==> src/rtl/usb2_ep_router.sv <==
// usb2_ep_router: binds one endpoint per transaction and steers buffer, arm, toggle and halt traffic to it.
// Optional per-endpoint handshake counters are enabled by defining USB2_EP_ROUTER_STATS_EN.
module usb2_ep_router #(
  parameter int unsigned         NUM_EP   = 4,
  parameter int unsigned         ADDR_W   = 11,
  parameter int unsigned         LEN_W    = 11,
  parameter logic [2*NUM_EP-1:0] EP_MODES = {2'd1, 2'd2, 2'd2, 2'd0}
) (
  input  logic                     phy_clk,
  input  logic                     reset_n,
  input  logic [3:0]               sel_endp,
  input  logic                     xfer_start,
  input  logic                     xfer_end,
  output logic                     bound,
  output logic                     ep_invalid,
  output logic [1:0]               endp_mode,
  output logic                     stall,
  input  logic [ADDR_W-1:0]        buf_in_addr,
  input  logic [7:0]               buf_in_data,
  input  logic                     buf_in_wren,
  input  logic                     buf_in_commit,
  input  logic [LEN_W-1:0]         buf_in_commit_len,
  output logic                     buf_in_ready,
  output logic                     buf_in_commit_ack,
  input  logic [ADDR_W-1:0]        buf_out_addr,
  output logic [7:0]               buf_out_q,
  output logic [LEN_W-1:0]         buf_out_len,
  output logic                     buf_out_hasdata,
  input  logic                     buf_out_arm,
  output logic                     buf_out_arm_ack,
  output logic [NUM_EP*ADDR_W-1:0] ep_buf_in_addr,
  output logic [NUM_EP*8-1:0]      ep_buf_in_data,
  output logic [NUM_EP-1:0]        ep_buf_in_wren,
  output logic [NUM_EP-1:0]        ep_buf_in_commit,
  output logic [NUM_EP*LEN_W-1:0]  ep_buf_in_commit_len,
  input  logic [NUM_EP-1:0]        ep_buf_in_ready,
  input  logic [NUM_EP-1:0]        ep_buf_in_commit_ack,
  output logic [NUM_EP*ADDR_W-1:0] ep_buf_out_addr,
  input  logic [NUM_EP*8-1:0]      ep_buf_out_q,
  input  logic [NUM_EP*LEN_W-1:0]  ep_buf_out_len,
  input  logic [NUM_EP-1:0]        ep_buf_out_hasdata,
  output logic [NUM_EP-1:0]        ep_buf_out_arm,
  input  logic [NUM_EP-1:0]        ep_buf_out_arm_ack,
  input  logic                     data_toggle_act,
  output logic [1:0]               data_toggle,
  input  logic [3:0]               halt_ep,
  input  logic                     halt_set,
  input  logic                     halt_clr,
  output logic [NUM_EP-1:0]        ep_halted
`ifdef USB2_EP_ROUTER_STATS_EN
  ,
  input  logic [3:0]               stat_sel,
  output logic [15:0]              stat_count
`endif
);

  localparam logic [1:0] MODE_ISOCH = 2'd1;

  typedef enum logic [1:0] {S_IDLE, S_BOUND, S_ARM_WAIT, S_ARM_DONE} state_t;

  state_t            state;
  logic [3:0]        cur_ep;
  logic              end_pend;
  logic [NUM_EP-1:0] toggle;
  logic [NUM_EP-1:0] sel;
  logic [1:0]        ep_mode [NUM_EP];

  logic              cur_valid;
  logic              cur_halted;
  logic              cur_tog;
  logic              cur_ready;
  logic              cur_cack;
  logic              cur_hasdata;
  logic              cur_arm_ack;
  logic [1:0]        cur_mode;
  logic [7:0]        cur_q;
  logic [LEN_W-1:0]  cur_len;
  logic              arm_bypass;

  // Per-endpoint transfer type; endpoint 0 is CONTROL regardless of EP_MODES.
  always_comb begin
    for (int unsigned i = 0; i < NUM_EP; i++) begin
      ep_mode[i] = (i == 0) ? 2'd0 : EP_MODES[2*i +: 2];
    end
  end

  // Select the bound endpoint and gather its return signals; an out-of-range number selects nothing.
  always_comb begin
    sel         = '0;
    cur_mode    = 2'd0;
    cur_halted  = 1'b0;
    cur_tog     = 1'b0;
    cur_ready   = 1'b0;
    cur_cack    = 1'b0;
    cur_q       = 8'd0;
    cur_len     = '0;
    cur_hasdata = 1'b0;
    cur_arm_ack = 1'b0;
    for (int unsigned i = 0; i < NUM_EP; i++) begin
      if (state != S_IDLE && cur_ep == 4'(i)) begin
        sel[i]      = 1'b1;
        cur_mode    = ep_mode[i];
        cur_halted  = ep_halted[i];
        cur_tog     = toggle[i];
        cur_ready   = ep_buf_in_ready[i];
        cur_cack    = ep_buf_in_commit_ack[i];
        cur_q       = ep_buf_out_q[i*8 +: 8];
        cur_len     = ep_buf_out_len[i*LEN_W +: LEN_W];
        cur_hasdata = ep_buf_out_hasdata[i];
        cur_arm_ack = ep_buf_out_arm_ack[i];
      end
    end
  end

  assign cur_valid         = |sel;
  assign bound             = (state != S_IDLE);
  assign ep_invalid        = bound & ~cur_valid;
  assign endp_mode         = cur_mode;
  assign stall             = ep_invalid | cur_halted;
  assign data_toggle       = {1'b0, cur_tog};
  assign buf_in_ready      = cur_ready & ~cur_halted;
  assign buf_in_commit_ack = cur_cack;
  assign buf_out_q         = cur_q;
  assign buf_out_len       = cur_len;
  assign buf_out_hasdata   = cur_hasdata & ~cur_halted;
  assign buf_out_arm_ack   = (state == S_ARM_DONE);
  // No endpoint will answer an arm for an invalid or halted binding, so the router acks it itself.
  assign arm_bypass        = ~cur_valid | cur_halted;

  // Forward packet-side traffic to the bound endpoint only.
  always_comb begin
    ep_buf_in_addr       = '0;
    ep_buf_in_data       = '0;
    ep_buf_in_wren       = '0;
    ep_buf_in_commit     = '0;
    ep_buf_in_commit_len = '0;
    ep_buf_out_addr      = '0;
    ep_buf_out_arm       = '0;
    for (int unsigned i = 0; i < NUM_EP; i++) begin
      if (sel[i]) begin
        ep_buf_in_addr[i*ADDR_W +: ADDR_W]      = buf_in_addr;
        ep_buf_in_data[i*8 +: 8]                = buf_in_data;
        ep_buf_in_wren[i]                       = buf_in_wren;
        ep_buf_in_commit[i]                     = buf_in_commit;
        ep_buf_in_commit_len[i*LEN_W +: LEN_W]  = buf_in_commit_len;
        ep_buf_out_addr[i*ADDR_W +: ADDR_W]     = buf_out_addr;
        ep_buf_out_arm[i] = ~cur_halted &
                            ((state == S_BOUND && buf_out_arm) || state == S_ARM_WAIT);
      end
    end
  end

  // Transaction binding and arm handshake sequencing.
  always_ff @(posedge phy_clk or negedge reset_n) begin
    if (!reset_n) begin
      state    <= S_IDLE;
      cur_ep   <= 4'd0;
      end_pend <= 1'b0;
    end else begin
      case (state)
        S_IDLE: begin
          end_pend <= 1'b0;
          if (xfer_start) begin
            cur_ep <= sel_endp;
            state  <= S_BOUND;
          end
        end
        S_BOUND: begin
          if (buf_out_arm) begin
            state    <= arm_bypass ? S_ARM_DONE : S_ARM_WAIT;
            end_pend <= xfer_end;
          end else if (xfer_end) begin
            state <= S_IDLE;
          end
        end
        S_ARM_WAIT: begin
          end_pend <= end_pend | xfer_end;
          if (arm_bypass || cur_arm_ack) state <= S_ARM_DONE;
        end
        S_ARM_DONE: begin
          end_pend <= 1'b0;
          state    <= (end_pend || xfer_end) ? S_IDLE : S_BOUND;
        end
        default: state <= S_IDLE;
      endcase
    end
  end

  // Halt flags and data toggles; a clear resets the toggle unless a set arrives with it.
  always_ff @(posedge phy_clk or negedge reset_n) begin
    if (!reset_n) begin
      toggle    <= '0;
      ep_halted <= '0;
    end else begin
      for (int unsigned i = 0; i < NUM_EP; i++) begin
        if (i != 0 && halt_ep == 4'(i) && halt_set) begin
          ep_halted[i] <= 1'b1;
        end else if (i != 0 && halt_ep == 4'(i) && halt_clr) begin
          ep_halted[i] <= 1'b0;
        end
        if (i != 0 && halt_ep == 4'(i) && halt_clr && !halt_set) begin
          toggle[i] <= 1'b0;
        end else if (state == S_BOUND && sel[i] && data_toggle_act && ep_mode[i] != MODE_ISOCH) begin
          toggle[i] <= ~toggle[i];
        end
      end
    end
  end

`ifdef USB2_EP_ROUTER_STATS_EN
  logic [15:0] stat_cnt [NUM_EP];
  logic [16:0] stat_sum [NUM_EP];
  logic        arm_done_evt;

  assign arm_done_evt = (state == S_ARM_WAIT) & cur_valid & ~cur_halted & cur_arm_ack;

  // Up to two handshakes (arm and commit) may complete in the same cycle.
  always_comb begin
    for (int unsigned i = 0; i < NUM_EP; i++) begin
      stat_sum[i] = 17'(stat_cnt[i]) + 17'(arm_done_evt & sel[i])
                  + 17'(sel[i] & ep_buf_in_commit_ack[i]);
    end
  end

  always_ff @(posedge phy_clk or negedge reset_n) begin
    if (!reset_n) begin
      for (int unsigned i = 0; i < NUM_EP; i++) stat_cnt[i] <= 16'd0;
      stat_count <= 16'd0;
    end else begin
      for (int unsigned i = 0; i < NUM_EP; i++) begin
        stat_cnt[i] <= stat_sum[i][16] ? 16'hFFFF : stat_sum[i][15:0];
      end
      stat_count <= 16'd0;
      for (int unsigned i = 0; i < NUM_EP; i++) begin
        if (stat_sel == 4'(i)) stat_count <= stat_cnt[i];
      end
    end
  end
`endif

endmodule

==> config.mk <==
export PLATFORM = sky130hd
export DESIGN_NAME = usb2_ep_router
export DESIGN_NICKNAME = d
export VERILOG_FILES = /design/src/rtl/usb2_ep_router.sv
export SDC_FILE = /design/constraint.sdc
export NUM_CORES = 1
export LEC_CHECK = 0
export ABC_CLOCK_PERIOD_IN_PS = 2810
export BUFFER_PORTS_ARGS = -buffer_cell sky130_fd_sc_hd__buf_2
export CORE_AREA = 2 2 139 141
export CTS_BUF_LIST = sky130_fd_sc_hd__clkbuf_16
export DETAILED_ROUTE_END_ITERATION = 10
export DIE_AREA = 0 0 141 143
export PLACE_DENSITY = 0.51
export REMOVE_ABC_BUFFERS = 1
export SLEW_MARGIN = 10
export SYNTH_ARGS = -nofsm -noshare
export SYNTH_HDL_FRONTEND = slang
export SYNTH_SLANG_ARGS = --single-unit
==> constraint.sdc <==
create_clock -name phy_clk -period 2.81 [get_ports phy_clk]
set_input_delay 0.1405 -clock phy_clk [delete_from_list [all_inputs] [get_ports phy_clk]]
set_output_delay 0.1405 -clock phy_clk [all_outputs]
set_load 0.1 [all_outputs]
==> results.md <==
* Ys async rst share at 1.00
* Crit. End Element: primary output
* Clk buf depth at 2
* Int Power at 2.71 mW
* Placer Congestion at 0.775
* First-pass GRT wire length at 22.9 mm
* Worst slew pin tran at 0.655 ns
* Die Height at 143 um
* Synth area leaders: and2_1, mux4_2, dfrtp_1, mux2_2, buf_4
* Final hold viol count at 0
* Area leader, netlist: and2_1
* Fin crit share at 0.881
* Starting Density at 0.150
* Clock Skews at 0.000934 ns
* Lkg Pwr at 3.36 nW
* Switching share of power at 0.661
* Post-synthesis sequential area ratio at 0.116
* Sink Count at 13
* Cell area after synthesis at 2790 um2
* Vias in the first global route at 3,924
* Port-buffer cells at 358
* Final std cells w/o fill at 920
* Worst VDD drop at 0.372 mV
* Initial drt markers at 93
* Clk network pwr share at 0.035
* Synthesized flop and latch total at 13
* Worst hold path type: input port to register
* Worst Setup SP: cur_ep[1]
* Worst-skew pair later-pin latency at 0.25 ns
* Total CTS buffers at 3
* Startpoint types: register
* Pwr dens at 1050 nW/um2
* Final HPWL DP at 13.8 mm
* Critical path buffers and inverters at 3
* Setup CP Type: register to primary output
* Routed WL at 16.2 mm
* Post-DRT Antenna Nets at 0
* Worst flop-to-flop path startpoint: cur_ep[1]
* Area of the core at 18,600 um2
* Data arrival, critical path at 2.34 ns
* Top FF cell, synth: dfrtp_1
* Layout cells sized above 1 at 0.599
* DRC Markers at 0
* Seq pwr share at 0.051
* Tot GR Track Use at 0.149
* Root Driver: clkbuf_16
* Final setup vio count at 0
* Most frequent CP cell: buf_12
* Setup WS pre-CTS at 0.567 ns
* Combinational power share at 0.915
* Final Slew Violations at 0
* Relative slew margins at 0.560
* Post-Route Utilization at 0.408
* Routed wire per std cell at 17.6 um
* Slowest CP cell: dfrtp_1
* Vias at 3,773
* Fmax at 0.404 GHz
* Cell chain of the critical path: inv_1 > nor4_4 > buf_12 > a22oi_1 > a21oi_1 > buf_12
* H-tree Lvls at 1
* Most frequent cells in the layout: and2_1, buf_12, buf_2, mux4_2, dfrtp_1
* CTS tree: done
* Placed Cells at 913
* R2r worst-path depth at 5
* Overflow after GRT at 0
* Most common cell after layout, fill and taps aside: and2_1
* Setup bufs post-CTS at 0
* Setup ws final at 0.334 ns
* DR vias/cell at 4.10
* CTS clock-pin slew for the worst setup and hold paths at 0.05 ns
* Peak fanout along the critical path at 47
* PostCTS Resize Cnt at 0
* Mean Syn Cell Area at 8.09 um2
* Num rows at 50
* Switch Pwr at 5.28 mW
* Synth cell types at 45
* Antenna violations before repair at 3
* MaxCap Viol Count at 0
* Largest delay share family, worst path: buffers and inverters
* Slowest stage delay, CP at 0.58 ns
* Fill cells at 1,780
* Number of synthesized flops with an enable pin at 0
* Req. time, crit path at 2.67 ns
* Area Growth Syn to Fin at 171%
* Crit path depth at 6
* Nets@finish at 836
* RR Endpoint: toggle[2]
* Crit path to: buf_in_ready
* Unrepaired setup endpoints after global routing: false
* Die extent in x at 141 um
* Status: complete, no violations
* Yosys synthesis warning count at 1
* Yosys top cell area share at 0.432
* I/O Pins at 361
* Tmin final at 2.48 ns
* Post-Syn Instances at 345
* Die area at 20,200 um2
* Largest net degree at the start of global routing at 48
* R2R setup slack at 0.98 ns
* Drt first pass iters at 4
* Pwr Total at 7.99 mW
-- cell families after synthesis --
kind of cell | after synthesis | synth area share
other | 1 | 0.00134
buffers and inverters | 38 | 0.0856
muxes | 30 | 0.200
AOI/OAI and AO/OA | 25 | 0.0582
and+or+nand+nor | 237 | 0.535
xor gates and xnor gates | 1 | 0.00314
DFF | 13 | 0.116
-- synthesized netlist by cell type (5+ instances only) --
| cell | instances |
|---|---|
| and2_1 | 193 |
| mux4_2 | 20 |
| dfrtp_1 | 13 |
| buf_4 | 9 |
| o21ai_0 | 9 |
| nor2_1 | 8 |
| buf_2 | 7 |
| clkbuf_2 | 7 |
| mux2_2 | 7 |
| buf_6 | 6 |
| nand2_1 | 6 |
| nand3_1 | 6 |
| clkbuf_1 | 5 |
-- stage by stage --
| step | TNS [ns] | hold slack (ns) | instance area (um2) |
|---|---|---|---|
| 6_report | 0 | 0.109 | 7580 |
| 4_1_cts | 0 | 0.111 | 7570 |
| 2_1_floorplan | -141.62 | -0.155 | 2570 |
| 5_1_grt | 0 | 0.139 | 7580 |
| 3_3_place_gp | 0 | 0.0514 | 7480 |
| 3_5_place_dp | 0 | 0.0484 | 7480 |
-- layout make-up --
class / instances / area [um2] / area share
Tap cell: 234 / 293 / 0.0386
Timing Repair Buffer: 368 / 4610 / 0.609
Multi-Input combinational cell: 295 / 2250 / 0.297
Inverter: 4 / 15.0 / 0.00198
Sequential cell: 13 / 327 / 0.0431
Clock inverter: 1 / 5.00 / 0.000660
Clock buffer: 3 / 75.1 / 0.00991
Antenna cell: 2 / 5.00 / 0.000660
-- timing repair --
action,in CTS,in global routing
endpoints found under the setup margin,0,0
hold buffers,1,0
hold endpoints to repair,13,0
-- power by group through the flow --
stage | Sequential (mW) | Clock, mW | Combinational (mW)
after floorplan | 0.535 | 0 | 4.77
after global placement | 0.400 | 0 | 7.36
after detailed placement | 0.404 | 0 | 7.38
after CTS | 0.404 | 0.283 | 7.39
after global routing | 0.422 | 0.290 | 7.56
final | 0.404 | 0.277 | 7.31
-- tightest hold or removal path, stage by stage --
cell,delay (ns)
buf_2,0.07
nand2_1,0.04
o21ai_0,0.06
-- how the worst min path moves through the flow --
stage,cells after the start,slack (ns),startpoint,endpoint
2_1_floorplan,0,-0.16,reset_n,asynchronous set/reset pin
3_3_place_gp,1,0.05,reset_n,end_pend
3_5_place_dp,1,0.05,reset_n,ep_halted[2]
4_1_cts,3,0.11,sel_endp[1],cur_ep[1]
5_1_grt,2,0.14,sel_endp[3],cur_ep[3]
6_report,3,0.11,sel_endp[1],cur_ep[1]
-- state kept, by name (all words and copies together), names as in the netlist, named ones only --
signal     cells
ep_halted      3
end_pend       1
state          1
cur_ep         4
toggle         3
-- layer usage --
layer	GRT usage	vias to the layer above	share of wire
li1	-	1820	-
met1	0.150	1722	0.34
met2	0.298	212	0.55
met3	0.0486	17	0.095
met4	0.0311	2	0.013
met5	0	-	0.00080
Power figures use the tool's default switching activity.
